--- config.mk ---
export PLATFORM = sky130hd
export DESIGN_NAME = uart_tx_arb
export DESIGN_NICKNAME = d
export VERILOG_FILES = /design/src/rtl/uart_tx_arb.sv
export SDC_FILE = /design/constraint.sdc
export NUM_CORES = 1
export LEC_CHECK = 0
export ABC_CLOCK_PERIOD_IN_PS = 1700
export CORE_MARGIN = 5
export CORE_UTILIZATION = 43
export DETAILED_ROUTE_END_ITERATION = 6
export PLACE_DENSITY = 0.75
export REMOVE_ABC_BUFFERS = 1
export SLEW_MARGIN = 5
export SYNTH_ARGS = -nofsm -noshare
export SYNTH_HDL_FRONTEND = slang
export SYNTH_SLANG_ARGS = --single-unit
--- constraint.sdc ---
create_clock -name clk -period 1.7 [get_ports clk]
set_clock_uncertainty 0.1 [all_clocks]
set_input_delay 0.255 -clock clk [delete_from_list [all_inputs] [get_ports clk]]
set_output_delay 0.255 -clock clk [all_outputs]
set_load 0.05 [all_outputs]
--- src/rtl/uart_tx_arb.sv ---
// uart_tx_arb: two-requester round-robin arbiter in front of a shared UART
// transmitter. A winning character is latched, handed to the transmitter with
// a registered start request held until busy is seen, and the block then waits
// for a fresh rising edge of done. Each waiting phase is bounded by a timeout
// that drops the character and pulses err_timeout.
module uart_tx_arb #(
  parameter int DATA_W      = 8,
  parameter int TIMEOUT_CYC = 4096
) (
  input  logic              clk,
  input  logic              rstn,
  input  logic              req0_valid,
  input  logic [DATA_W-1:0] req0_data,
  output logic              req0_ready,
  input  logic              req1_valid,
  input  logic [DATA_W-1:0] req1_data,
  output logic              req1_ready,
  output logic              tx_start,
  output logic [DATA_W-1:0] tx_data,
  input  logic              tx_busy,
  input  logic              tx_done,
  output logic              grant_id,
  output logic              err_timeout
);

  // The counter only ever has to reach TIMEOUT_CYC-1 before being cleared;
  // one spare value keeps TIMEOUT_CYC=1 and powers of two safe.
  localparam int CNT_W = $clog2(TIMEOUT_CYC + 1);
  localparam logic [CNT_W-1:0] CNT_LAST = CNT_W'(TIMEOUT_CYC - 1);

  typedef enum logic [1:0] {
    IDLE      = 2'd0,
    ISSUE     = 2'd1,
    WAIT_DONE = 2'd2
  } state_e;

  state_e            state_q, state_d;
  logic              tx_start_q, tx_start_d;
  logic [DATA_W-1:0] tx_data_q, tx_data_d;
  logic              grant_q, grant_d;
  logic              err_q, err_d;
  logic [CNT_W-1:0]  cnt_q, cnt_d;
  logic              last_q, last_d;   // requester served most recently
  logic              done_q;           // previous sample of tx_done

  logic              any_valid;
  logic              winner;
  logic [DATA_W-1:0] win_data;
  logic              done_rise;
  logic              cnt_expired;

  // Round-robin winner: a lone requester wins; on contention the requester
  // that was not served last wins.
  always_comb begin
    any_valid = req0_valid | req1_valid;
    if (req0_valid && req1_valid) begin
      winner = ~last_q;
    end else begin
      winner = req1_valid;
    end
    win_data = winner ? req1_data : req0_data;
  end

  assign req0_ready = (state_q == IDLE) && any_valid && !winner;
  assign req1_ready = (state_q == IDLE) && any_valid &&  winner;

  // Only a low-to-high transition of done completes a frame, so a done level
  // left over from an earlier frame cannot finish the current one.
  assign done_rise   = tx_done & ~done_q;
  assign cnt_expired = (cnt_q == CNT_LAST);

  // Next-state and registered-output logic for the transfer sequencer.
  always_comb begin
    // NOTE: every variable gets a default before the case so no path can
    // leave one unassigned and infer a latch.
    state_d    = state_q;
    tx_start_d = tx_start_q;
    tx_data_d  = tx_data_q;
    grant_d    = grant_q;
    err_d      = 1'b0;
    cnt_d      = cnt_q;
    last_d     = last_q;

    unique case (state_q)
      IDLE: begin
        cnt_d = '0;
        if (any_valid) begin
          // Data is captured only here; later requester changes are ignored.
          tx_data_d  = win_data;
          grant_d    = winner;
          tx_start_d = 1'b1;
          state_d    = ISSUE;
        end
      end

      ISSUE: begin
        if (tx_busy) begin
          // Exit has priority over a timeout landing in the same cycle.
          tx_start_d = 1'b0;
          cnt_d      = '0;
          state_d    = WAIT_DONE;
        end else if (cnt_expired) begin
          tx_start_d = 1'b0;
          err_d      = 1'b1;
          last_d     = grant_q;
          cnt_d      = '0;
          state_d    = IDLE;
        end else begin
          cnt_d = cnt_q + 1'b1;
        end
      end

      WAIT_DONE: begin
        if (done_rise) begin
          last_d  = grant_q;
          cnt_d   = '0;
          state_d = IDLE;
        end else if (cnt_expired) begin
          err_d   = 1'b1;
          last_d  = grant_q;
          cnt_d   = '0;
          state_d = IDLE;
        end else begin
          cnt_d = cnt_q + 1'b1;
        end
      end

      default: begin
        tx_start_d = 1'b0;
        cnt_d      = '0;
        state_d    = IDLE;
      end
    endcase
  end

  // State and output registers; reset abandons any transfer silently.
  always_ff @(posedge clk or negedge rstn) begin
    if (!rstn) begin
      state_q    <= IDLE;
      tx_start_q <= 1'b0;
      tx_data_q  <= '0;
      grant_q    <= 1'b0;
      err_q      <= 1'b0;
      cnt_q      <= '0;
      last_q     <= 1'b1;
      done_q     <= 1'b0;
    end else begin
      // NOTE: non-blocking assignments so every register samples the values
      // from before this edge, independent of statement order.
      state_q    <= state_d;
      tx_start_q <= tx_start_d;
      tx_data_q  <= tx_data_d;
      grant_q    <= grant_d;
      err_q      <= err_d;
      cnt_q      <= cnt_d;
      last_q     <= last_d;
      done_q     <= tx_done;
    end
  end

  assign tx_start    = tx_start_q;
  assign tx_data     = tx_data_q;
  assign grant_id    = grant_q;
  assign err_timeout = err_q;

  // Structural invariants of the handshake and sequencing.
  a_ready_onehot : assert property (@(posedge clk) disable iff (!rstn)
    !(req0_ready && req1_ready));
  a_ready_idle : assert property (@(posedge clk) disable iff (!rstn)
    (req0_ready || req1_ready) |-> (state_q == IDLE));
  a_start_issue : assert property (@(posedge clk) disable iff (!rstn)
    tx_start |-> (state_q == ISSUE));
  a_err_pulse : assert property (@(posedge clk) disable iff (!rstn)
    err_timeout |=> !err_timeout);

endmodule
==> flow_summary.ini, run 1 <==
[critical_path]
cpPeakStageDelay_ns = 0.44
critPathLaunchType = flip-flop
crit_path_start = state_q[1]
worstPathArrival_ns = 1.43
crit_family = flip-flops
path_class = reg -> out
crit_buf_inv = 3
critPathRequiredTime_ns = 1.34
reg2reg_from = state_q[1]
crit_fanout = 3
worstSetupEndpointType = output pin
crit_chain = inv_2 > ha_4 > nand2_2 > a21oi_2 > buf_6 > buf_12
worst_path_max_delay_cell = dfrtp_1

[finish]
multi_input_area_um2 = 714
finish.utilization_pct = 68.4
antennaDiodeCount = 0
layout.cells.non_filler = 231
register_area_um2 = 702
syn_to_final_growth_pct = 53.3
nets = 215
fill_cells = 225
drive_gt1_share_pct = 39.0

[die]
initial_core_util_pct = 44.6
fp.dieW_um = 66.3
die_h_um = 66.3
ios = 35
rows = 20
core_um2 = 3050
die_area_um2 = 4390

[placement]
dp_slack_ns = -0.187
port_buffers = 34
gp_congestion = 0.816
hpwlAfterDp_um = 2360
dp.cells = 215

[synth]
yosysMostFrequentCell = dfrtp_1
synth_area_leaders = dfrtp_1 50%, a222oi_1 5.9%, nor2_1 5.2%
yosysWarnings = 0
synth_top_cell_by_area = dfrtp_1
syn_avg_cell_area_um2 = 11.0
netlist-cell-type-count = 33
synth_area_um2 = 1360
synth-edff-count = 0
synthTopCellsByCount = 27 x dfrtp_1, 19 x nor2_1, 14 x inv_1
synth_top_area_share_pct = 49.6
synth_seq_area_share_pct = 51.5
syn_inst = 124
yosys_most_used_dff = dfrtp_1
yosys_register_bits = 28
async_reset_ff_share_pct = 100

[power_and_ir_drop]
fin_total_pwr_mw = 3.14
leakage_nw = 0.916
power.density_nw_per_um2 = 1500
ir_worst_vdd_v = 0.00119

[detailed_routing]
drt-pass1-iter-count = 7
remaining_drc_errors = 0
ant_nets = 0
drt-initial-drc-count = 111
num_vias = 1214
viasPerCell = 5.26
routed_wl_um = 3740
avgRoutedWirePerCell_um = 16.2

[cts]
cts_root_buf = clkbuf_4
cts-htree-levels = 1
hold_buffers = 0
clk_pin_slew_ns = 0.16
clock_sinks = 28
numCtsBuffers = 3
insertion_delay_ns = 0.33
clk_path_buf_depth = 2
tritoncts = yes

[global_route]
grt_pass1_wl_um = 5930
grt_pass1_vias = 1319
antenna_found_initial = 0
gr-total-overflow = 0
grt_usage_pct = 17.5
grt_max_degree = 29

[sta]
setup_viol = 13
worst_pin_slew_ns = 0.395
slew_viol_final = 0
post-route-period-util_pct = 105
finalHoldViolations = 0
fmax_mhz = 559
slew_headroom_pct = 73.5
rsz0062_at_grt = true
fin_ws_ns = -0.0898
period_needed_ns = 1.79

[status]
violations = negative setup slack
outcome = complete, but fails checks

[min_path]
min_path_type = in -> async

[job]
maxCapViolations = 0
-- what timing repair did --
action	in CTS	in global routing
buffers inserted	9	5
cloned	1	0
setup endpoints to repair	15	28
pin swaps	8	22
gates resized for setup	8	21
-- power by group --
part	internal, mW	leakage, nW	switching [mW]
Combinational	0.792	0.530	1.06
Sequential	0.838	0.365	0.111
Clock	0.131	0.0210	0.199
Total	1.76	0.916	1.37
-- layer usage --
layer  vias up  track usage [%]  wire length, um
met1       614             20.3             1590
met3         4             3.40              123
met2        29             31.0             1980
met5         -                0                0
li1        567                -                -
met4         0             7.36               42
-- logic make-up (layout without fill, tap and decap cells) --
kind of cell    Yosys count  after routing  share of synthesized area, %
flops                    28             28                          51.5
mux                       1              1                          1.10
compound gates           22             22                          13.1
simple gates             43             44                          18.8
buf+inv                  15             77                          4.41
fa+ha+maj                 5              5                          4.59
xor+xnor                 10             10                          6.43
-- stage by stage --
| stage | hold slack [ns] | cell area (um^2) | TNS, ns |
|---|---|---|---|
| global route | 0.188 | 2090 | -2.09 |
| floorplan | -0.141 | 1360 | -6.67 |
| CTS | 0.187 | 1990 | -0.311 |
| global placement | 0.390 | 1850 | -1.81 |
| finish | 0.174 | 2090 | -0.377 |
| detailed placement | 0.395 | 1850 | -2.10 |
-- layout by cell type, fill, tap and decap left out, drive strengths merged, types with 2 or more instances in the layout --
cell type / n
a21oi: 6
ha: 5
buf: 38
inv: 14
nor3: 2
dfrtp: 27
nand3: 3
a222oi: 8
xnor2: 6
xor2: 4
nand4: 3
or3b: 2
clkdlybuf4s50: 21
nor2: 19
clkbuf: 4
nor3b: 2
nand2: 7
-- worst paths after layout --
check,endpoint,slack [ns],cells past startpoint
max,req1_ready,-0.09,6
min,cnt_q[8],0.17,2
max reg2reg,state_q[0],-0.04,8
min reg2reg,tx_data[0],0.43,2
max in group asynchronous,last_q,1.01,2
min in group clk,done_q,0.27,1
-- flip-flops by register name, summed over array words and instances, names as in the netlist --
signal	count
tx_start	1
last_q	1
tx_data	8
state_q	2
cnt_q	13
grant_id	1
done_q	1
err_timeout	1
-- layout make-up --
cell class,count,area share (%)
multi-input combinational,82,34.2
sequential,28,33.6
inverter,14,2.52
timing repair buffer,59,25.3
tap,44,2.64
clock buffer,4,1.74
(Power assumes the default switching activity.)
==> inputs of run 2 (changes only) <==
--- a/config.mk
+++ b/config.mk
@@ -5,12 +5,13 @@
 export SDC_FILE = /design/constraint.sdc
 export NUM_CORES = 1
 export LEC_CHECK = 0
-export ABC_CLOCK_PERIOD_IN_PS = 1700
+export ABC_CLOCK_PERIOD_IN_PS = 1900
 export CORE_MARGIN = 5
-export CORE_UTILIZATION = 43
+export CORE_UTILIZATION = 48
 export DETAILED_ROUTE_END_ITERATION = 6
-export PLACE_DENSITY = 0.75
+export PLACE_DENSITY = 0.79
 export REMOVE_ABC_BUFFERS = 1
+export SKIP_LAST_GASP = 1
 export SLEW_MARGIN = 5
 export SYNTH_ARGS = -nofsm -noshare
 export SYNTH_HDL_FRONTEND = slang
==> constraint.sdc (replaced) <==
create_clock -name clk -period 1.9 [get_ports clk]
set_clock_uncertainty 0.1 [all_clocks]
set_input_delay 0.285 -clock clk [delete_from_list [all_inputs] [get_ports clk]]
set_output_delay 0.285 -clock clk [all_outputs]
set_load 0.05 [all_outputs]
==> run 2 against run 1 <==
  * The run now ends clean
  * Critical path type unchanged
  * Non-clock buffer count down 13
  * Largest cell class is now sequential cells
  * Wire length down 18%
  * Cell area down 10%
  * Critical path depth unchanged
  * Die area down 8.9%
  * Critical endpoint is now req0_ready
  * Clock power down 11%
  * Combinational power down 24%
  * Cell count down 12%
  * Largest power group unchanged
  * Flip-flop and latch count unchanged
  * Via count down 5.7%
==> flow_summary.ini, run 2 (same netlist as run 1, synthesis figures left out) <==
[cts]
tritoncts = yes
clock_sinks = 28
clk_pin_slew_ns = 0.15
hold_buffers = 0
insertion_delay_ns = 0.33
numCtsBuffers = 3
cts-htree-levels = 1
cts_root_buf = clkbuf_4
clk_path_buf_depth = 2

[critical_path]
path_class = reg -> out
critPathRequiredTime_ns = 1.51
worstSetupEndpointType = output pin
crit_fanout = 5
worstPathArrival_ns = 1.47
critPathLaunchType = flip-flop

[detailed_routing]
viasPerCell = 5.61
remaining_drc_errors = 0
num_vias = 1145
ant_nets = 0
drt-pass1-iter-count = 5
avgRoutedWirePerCell_um = 15.0
drt-initial-drc-count = 88
routed_wl_um = 3070

[power_and_ir_drop]
clkPwrFrac_pct = 11.5
combPwrFrac_pct = 55.3
p_seq_share_pct = 33.2
p_int_mw = 1.44
switchingPower_mw = 1.11
swShare_pct = 43.5
fin_total_pwr_mw = 2.55
ir_worst_vdd_v = 0.00130
power.density_nw_per_um2 = 1360
leakage_nw = 0.877

[sta]
period_needed_ns = 1.85
slew_viol_final = 0
worst_pin_slew_ns = 0.522
rsz0062_at_grt = true
fin_setup_tns_ns = 0
slew_headroom_pct = 65.1
fmax_mhz = 540
finalHoldViolations = 0
post-route-period-util_pct = 97.5
setup_viol = 0

[die]
die_area_um2 = 4000
ios = 35
fp.dieW_um = 63.3
die_h_um = 63.3
rows = 19
initial_core_util_pct = 49.8
core_um2 = 2730

[placement]
hpwlAfterDp_um = 2300
gp_congestion = 0.816
port_buffers = 34

[finish]
syn_to_final_growth_pct = 37.9
layout_common_cells = 27 x dfrtp_1, 21 x clkdlybuf4s50_1, 20 x buf_4
fill_cells = 194
register_area_um2 = 702
regMostFlops = cnt_q
nets = 201
final_common_cell = dfrtp_1
multi_input_area_um2 = 616
antennaDiodeCount = 0
largest_register_ffs = 13
drive_gt1_share_pct = 22.0

[job]
maxCapViolations = 0

[min_path]
min_path_type = in -> async

[global_route]
grt_pass1_vias = 1194
grt_usage_pct = 15.9
grt_pass1_wl_um = 5180
grt_max_degree = 29
antenna_found_initial = 0
gr-total-overflow = 0

[status]
outcome = finished clean
## run 2: cell types whose count changed in the layout (fill, tap and decap cells not counted), moves of 2 or more
| cell | previous run | this run |
|---|---|---|
| ha_4 | 4 | 1 |
| a21oi_2 | 3 | 0 |
| nor2_1 | 10 | 19 |
| a21oi_1 | 3 | 6 |
| buf_6 | 2 | 0 |
| dlymetal6s2s_1 | 0 | 2 |
| nor2_2 | 9 | 0 |
| ha_1 | 1 | 4 |
| buf_4 | 34 | 20 |
## run 2: per-layer routing
layer	GRT usage, %	vias to the layer above	share of wire, %
li1	-	540	-
met1	19.5	565	43
met2	26.5	36	49
met3	3.91	4	6.6
met4	7.01	0	1.5
met5	0	-	0
## run 2: final timing paths
kind / from / endpoint / slack, ns / cells past startpoint
max: state_q[0] / req0_ready / 0.05 / 6
min: rstn / cnt_q[11] / 0.21 / 2
max reg2reg: state_q[1] / cnt_q[3] / 0.14 / 6
min reg2reg: cnt_q[0] / cnt_q[0] / 0.40 / 1
max in group asynchronous: rstn / last_q / 1.18 / 2
min in group clk: tx_done / done_q / 0.30 / 1
## run 2: critical path, cell delays in order, from the launching register on
cell,delay [ns]
dfrtp_1,0.42
inv_2,0.10
ha_4,0.16
nand2_1,0.05
a21oi_1,0.12
buf_4,0.15
buf_12,0.13
## run 2: power groups by stage
stage / registers (mW) / clock network, mW / logic (mW)
floorplan: 1.21 / 0 / 0.475
global placement: 0.851 / 0 / 1.27
detailed placement: 0.863 / 0 / 1.30
CTS: 0.846 / 0.296 / 1.39
global route: 0.871 / 0.326 / 1.50
finish: 0.847 / 0.294 / 1.41
## run 2: final cells by class
type | count | share of cell area (%)
Sequential cell | 28 | 37.4
Timing Repair Buffer | 46 | 23.1
Inverter | 14 | 2.80
Tap cell | 31 | 2.06
Clock buffer | 4 | 1.93
Multi-Input combinational cell | 81 | 32.8
## run 2: per-stage QoR
stage                     instances  worst slack, ns  util, %  hold WS, ns  instance area (um^2)
after global routing            204          -0.0386     68.7        0.231                  1880
after global placement          195           0.0355     65.4        0.367                  1790
after CTS                       203          0.00420     68.3        0.221                  1870
after detailed placement        195          -0.0175     65.4        0.384                  1790
final                           204           0.0480     68.7        0.209                  1880
after floorplan                 123           -0.432        -       -0.111                  1360
## run 2: repair_timing
item | 4_1_cts | 5_1_grt
setup endpoints to repair | 12 | 14
setup buffers | 4 | 1
pin swaps | 0 | 1
gates resized for setup | 5 | 3
==> RTL change 1, RTL diff (config.mk and constraints of run 2) <==
The 3 states of `state_e` get a one-hot encoding in 3 bits.
--- a/src/rtl/uart_tx_arb.sv
+++ b/src/rtl/uart_tx_arb.sv
@@ -30,6 +30,6 @@
 
-  typedef enum logic [1:0] {
-    IDLE      = 2'd0,
-    ISSUE     = 2'd1,
-    WAIT_DONE = 2'd2
+  typedef enum logic [2:0] {
+    IDLE      = 3'b001,
+    ISSUE     = 3'b010,
+    WAIT_DONE = 3'b100
   } state_e;
Formal check against the unedited RTL: same outputs for any inputs over 10 cycles, from zero or initial values and one cycle with rstn low; not proved beyond that.
==> RTL change 1 against run 2 <==
Power rose by 6.1%. Wire length rose by 18%. Register-to-register slack got worse by 220 ps. Non-clock buffer count rose by 19. Worst setup slack got worse by 330 ps. Area after synthesis fell by 1.2%. The run now ends with setup timing left. Cell area rose by 12%. Utilization rose by 8.3 points. Sequential cell count rose by 1.
==> RTL change 1: results <==
{
  "regMostFlops": "cnt_q",
  "synthArstFlopShare": 1.00,
  "netlist_top_cells_count": "dfrtp_1 (27), nor2_1 (21), a221o_1 (9)",
  "violations": "setup timing",
  "p_sw_mw": 1.13,
  "grt_use_total": 0.191,
  "cts_hold_repair.buffers": 0,
  "drtIter0Drc": 57,
  "yosysSeqAreaShare": 0.541,
  "ys_types": 32,
  "grt_util_met3": 0.0737,
  "critical_path.top_delay_family": "simple AND/OR/NAND/NOR gates",
  "io_buffers": 34,
  "max_stage_delay_ps": 540,
  "cpMaxStageDelayCell": "dfstp_2",
  "wirelength_um": 3630,
  "setup_ws_ps": -277,
  "wl_met3_um": 141,
  "clk_latency_ps": 330,
  "place_area_um2": 1920,
  "grt_max_degree": 18,
  "largest_reg_flops": 13,
  "holdCritPathClass": "input port to asynchronous set/reset pin",
  "yosysWarnings": 0,
  "grt_pass1_vias": 1271,
  "layout-drive-gt1-share": 0.318,
  "grt_pass1_wl_um": 5900,
  "cts_buffers": 5,
  "routabilityCongestion": 0.834,
  "detail_route.first_pass.iterations": 4,
  "met2_usage": 0.332,
  "ir_drop_mv": 1.41,
  "wl_met1_um": 1470,
  "top_layer": "met4",
  "clock-root-buffer": "clkbuf_4",
  "final_nets": 221,
  "path_clk_slew_ps": 90,
  "final.setup.tns_ps": -990,
  "vias": 1233,
  "outcome": "finished, violations left",
  "clockBufferDepth": 2,
  "h-tree-depth": 2,
  "synth_area_leaders": "dfrtp_1 (50%), a221o_1 (6.7%), nor2_1 (5.9%)",
  "met1_usage": 0.214,
  "critPathMaxFanout": 2,
  "worst_pin_slew_ps": 527,
  "dp_slack_ps": -176,
  "grt_antenna_before_repair": 0,
  "setup_viol": 13,
  "p_leak_nw": 0.962,
  "route.met2.wl_um": 1970,
  "crit_arrival_ps": 1790,
  "dpl.hpwl_um": 2580,
  "antenna_cells": 0
}
==> RTL change 1: cell families after synthesis <==
kind of cell,after synthesis,share of synthesized area
simple gates,59,0.231
flops,29,0.541
buf+inv,8,0.0232
compound gates,20,0.119
fa+ha+maj,1,0.00929
xor+xnor,10,0.0651
mux,1,0.0111
==> RTL change 1: what timing repair did <==
item / 4_1_cts / 5_1_grt
pin swaps: 11 / 4
setup endpoints to repair: 24 / 30
cloned: 0 / 0
resized for setup: 15 / 13
setup buffers: 4 / 4
==> RTL change 1: layout make-up <==
type / instances / area [um^2]
fillers: 176 / 628
flip-flops and latches: 29 / 728
inverters: 6 / 22.5
clock buffers: 7 / 55.1
well taps: 31 / 38.8
multi-input cells: 91 / 651
repair buffers: 65 / 611
==> RTL change 1: metrics by stage <==
stage | utilization | std cells
after floorplan | - | 126
after global placement | 0.701 | 216
after detailed placement | 0.701 | 216
after CTS | 0.751 | 226
after global routing | 0.770 | 229
final | 0.770 | 229
==> RTL change 1: power by group through the flow <==
stage	combinational (mW)	clock, mW	sequential (mW)
2_1_floorplan	0.417	0	1.24
3_3_place_gp	1.35	0	0.859
3_5_place_dp	1.37	0	0.860
4_1_cts	1.43	0.386	0.855
5_1_grt	1.55	0.423	0.877
6_report	1.46	0.382	0.859
==> RTL change 1: worst paths after layout <==
kind	from	depth (start not counted)	slack, ps	to
worst max-delay path	state_q[0]	4	-280	req0_ready
worst max register to register	state_q[0]	5	-80	tx_data[2]
worst min-delay path	rstn	2	180	cnt_q[11]
worst min register to register	cnt_q[12]	2	420	cnt_q[12]
max in group asynchronous	rstn	2	1240	state_q[0]
min in group clk	tx_done	1	360	done_q
==> RTL change 2, RTL diff (settings of run 2) <==
Without the edit above. The parameter `TIMEOUT_CYC` goes from 4096 to 16384.
--- a/src/rtl/uart_tx_arb.sv
+++ b/src/rtl/uart_tx_arb.sv
@@ -7,3 +7,3 @@
   parameter int DATA_W      = 8,
-  parameter int TIMEOUT_CYC = 4096
+  parameter int TIMEOUT_CYC = 16384
 ) (
Function: no difference found for any inputs over 10 cycles, from zero or initial values and one cycle with rstn low; that may be too few to reach the edited logic, so the function may still have changed.
==> RTL change 2 against run 2 <==
Power grew 1.9%. Worst hold slack better by 27 ps. Critical path depth stayed put. Wire length grew 14%. First-iteration DRC count grew 24%. Global-route usage rose by 2.4 points. Cell area is 9.0% higher. Synthesized cell count grew 13%. Sequential cell count grew 2. Largest power group unchanged. Worst setup slack better by 12 ps. Area after synthesis grew 6.7%.
==> RTL change 2: results <==
{
  "outcome": "finished clean",
  "ir_drop_mv": 0.556,
  "yosysSeqAreaShare": 0.517,
  "p_int_mw": 1.47,
  "synth_compound_area_frac": 0.122,
  "synthAdderAreaFrac": 0.0430,
  "critical_path.top_delay_family": "flip-flops",
  "path_clk_slew_ps": 90,
  "ys_types": 34,
  "dpl.hpwl_um": 2630,
  "finalHoldViolations": 0,
  "routabilityCongestion": 0.912,
  "final_nets": 223,
  "cts_buffers": 5,
  "wirelength_um": 3500,
  "yosysWarnings": 0,
  "antenna_cells": 0,
  "vias": 1274,
  "timing.slew.headroom": 0.655,
  "largest_reg_flops": 15,
  "grt_max_degree": 31,
  "max_stage_delay_ps": 440,
  "synth_ff_type": "dfrtp_1",
  "cts_hold_repair.buffers": 0,
  "synth_xor_area_frac": 0.0723,
  "routedWlPerCell_um": 15.3,
  "synth_area_leaders": "dfrtp_1 (50%), a222oi_1 (5.5%), nor2_1 (4.9%)",
  "clk_latency_ps": 320,
  "layout-drive-gt1-share": 0.179,
  "crit_arrival_ps": 1450,
  "syn-mean-instance-area_um2": 10.4,
  "grt_use_total": 0.183,
  "muxShareOfSynthArea": 0.00775,
  "h-tree-depth": 2,
  "grt_pass1_wl_um": 5840,
  "synthArstFlopShare": 1.00,
  "netlist_top_cells_count": "dfrtp_1 (29), nor2_1 (19), inv_1 (15)",
  "p_leak_nw": 0.966,
  "drtIter0Drc": 109
}
==> RTL change 2: cell count changes after synthesis, moves of 2 or more <==
cell,run 2,this run
a21oi_1,6,3
dfrtp_1,27,29
nand2_1,7,9
nand2b_1,1,3
nand3_1,2,4
nand4_1,2,4
nor2b_1,0,2
nor4_1,0,4
o21ai_0,0,3
xnor2_1,6,8
==> RTL change 2: kinds of logic (layout without fill, tap and decap cells) <==
family,Yosys count,count (layout)
multiplexers,1,1
AND/OR/NAND/NOR,54,54
adder cells (fa/ha/maj),5,5
AO/OA/AOI/OAI,22,22
buffers and inverters,16,72
XOR/XNOR,12,12
flip-flops,30,30
==> RTL change 2: what timing repair did <==
action,in CTS,in global routing
endpoints found under the hold margin,0,0
gates resized for setup,5,10
setup buffers,1,2
setup endpoints to repair,5,13
pin swaps,2,0
==> RTL change 2: cell type report <==
class	instances	area, um^2
fillers	235	930
well taps	33	41.3
clock buffers	7	45.0
flip-flops and latches	30	752
repair buffers	50	493
multi-input cells	94	661
inverters	15	56.3
==> RTL change 2: power groups by stage <==
stage	sequential [mW]	clock (mW)	combinational (mW)
global placement	0.880	0	1.31
finish	0.880	0.337	1.38
floorplan	1.24	0	0.463
detailed placement	0.895	0	1.33
global route	0.899	0.386	1.47
CTS	0.882	0.350	1.36
==> RTL change 2: per-layer routing <==
layer / wire [um] / vias to the layer above / track usage
met5: 0 / - / 0
met4: 45 / 0 / 0.0725
met3: 242 / 8 / 0.0780
met2: 1750 / 42 / 0.304
met1: 1460 / 617 / 0.208
li1: - / 607 / -
==> RTL change 2: path summary, 6_finish.rpt <==
check | start | to | slack (ps) | cells past startpoint
max in group asynchronous | rstn | last_q | 1150 | 2
hold / removal | rstn | done_q | 240 | 2
min in group clk | tx_done | done_q | 350 | 1
hold reg to reg | tx_start | tx_start | 390 | 1
setup / recovery | state_q[1] | req0_ready | 60 | 6
setup reg to reg | cnt_q[1] | last_q | 100 | 5
==> RTL change 2: metrics by stage <==
step                      worst slack [ps]  hold WS (ps)  instance area, um^2  utilization
after detailed placement             -7.63           382                 1940        0.653
after floorplan                       -448          -111                 1450            -
after global placement                57.4           377                 1940        0.653
after global routing                 -31.4           242                 2050        0.688
after CTS                             2.25           235                 2010        0.675
final                                 60.3           236                 2050        0.688
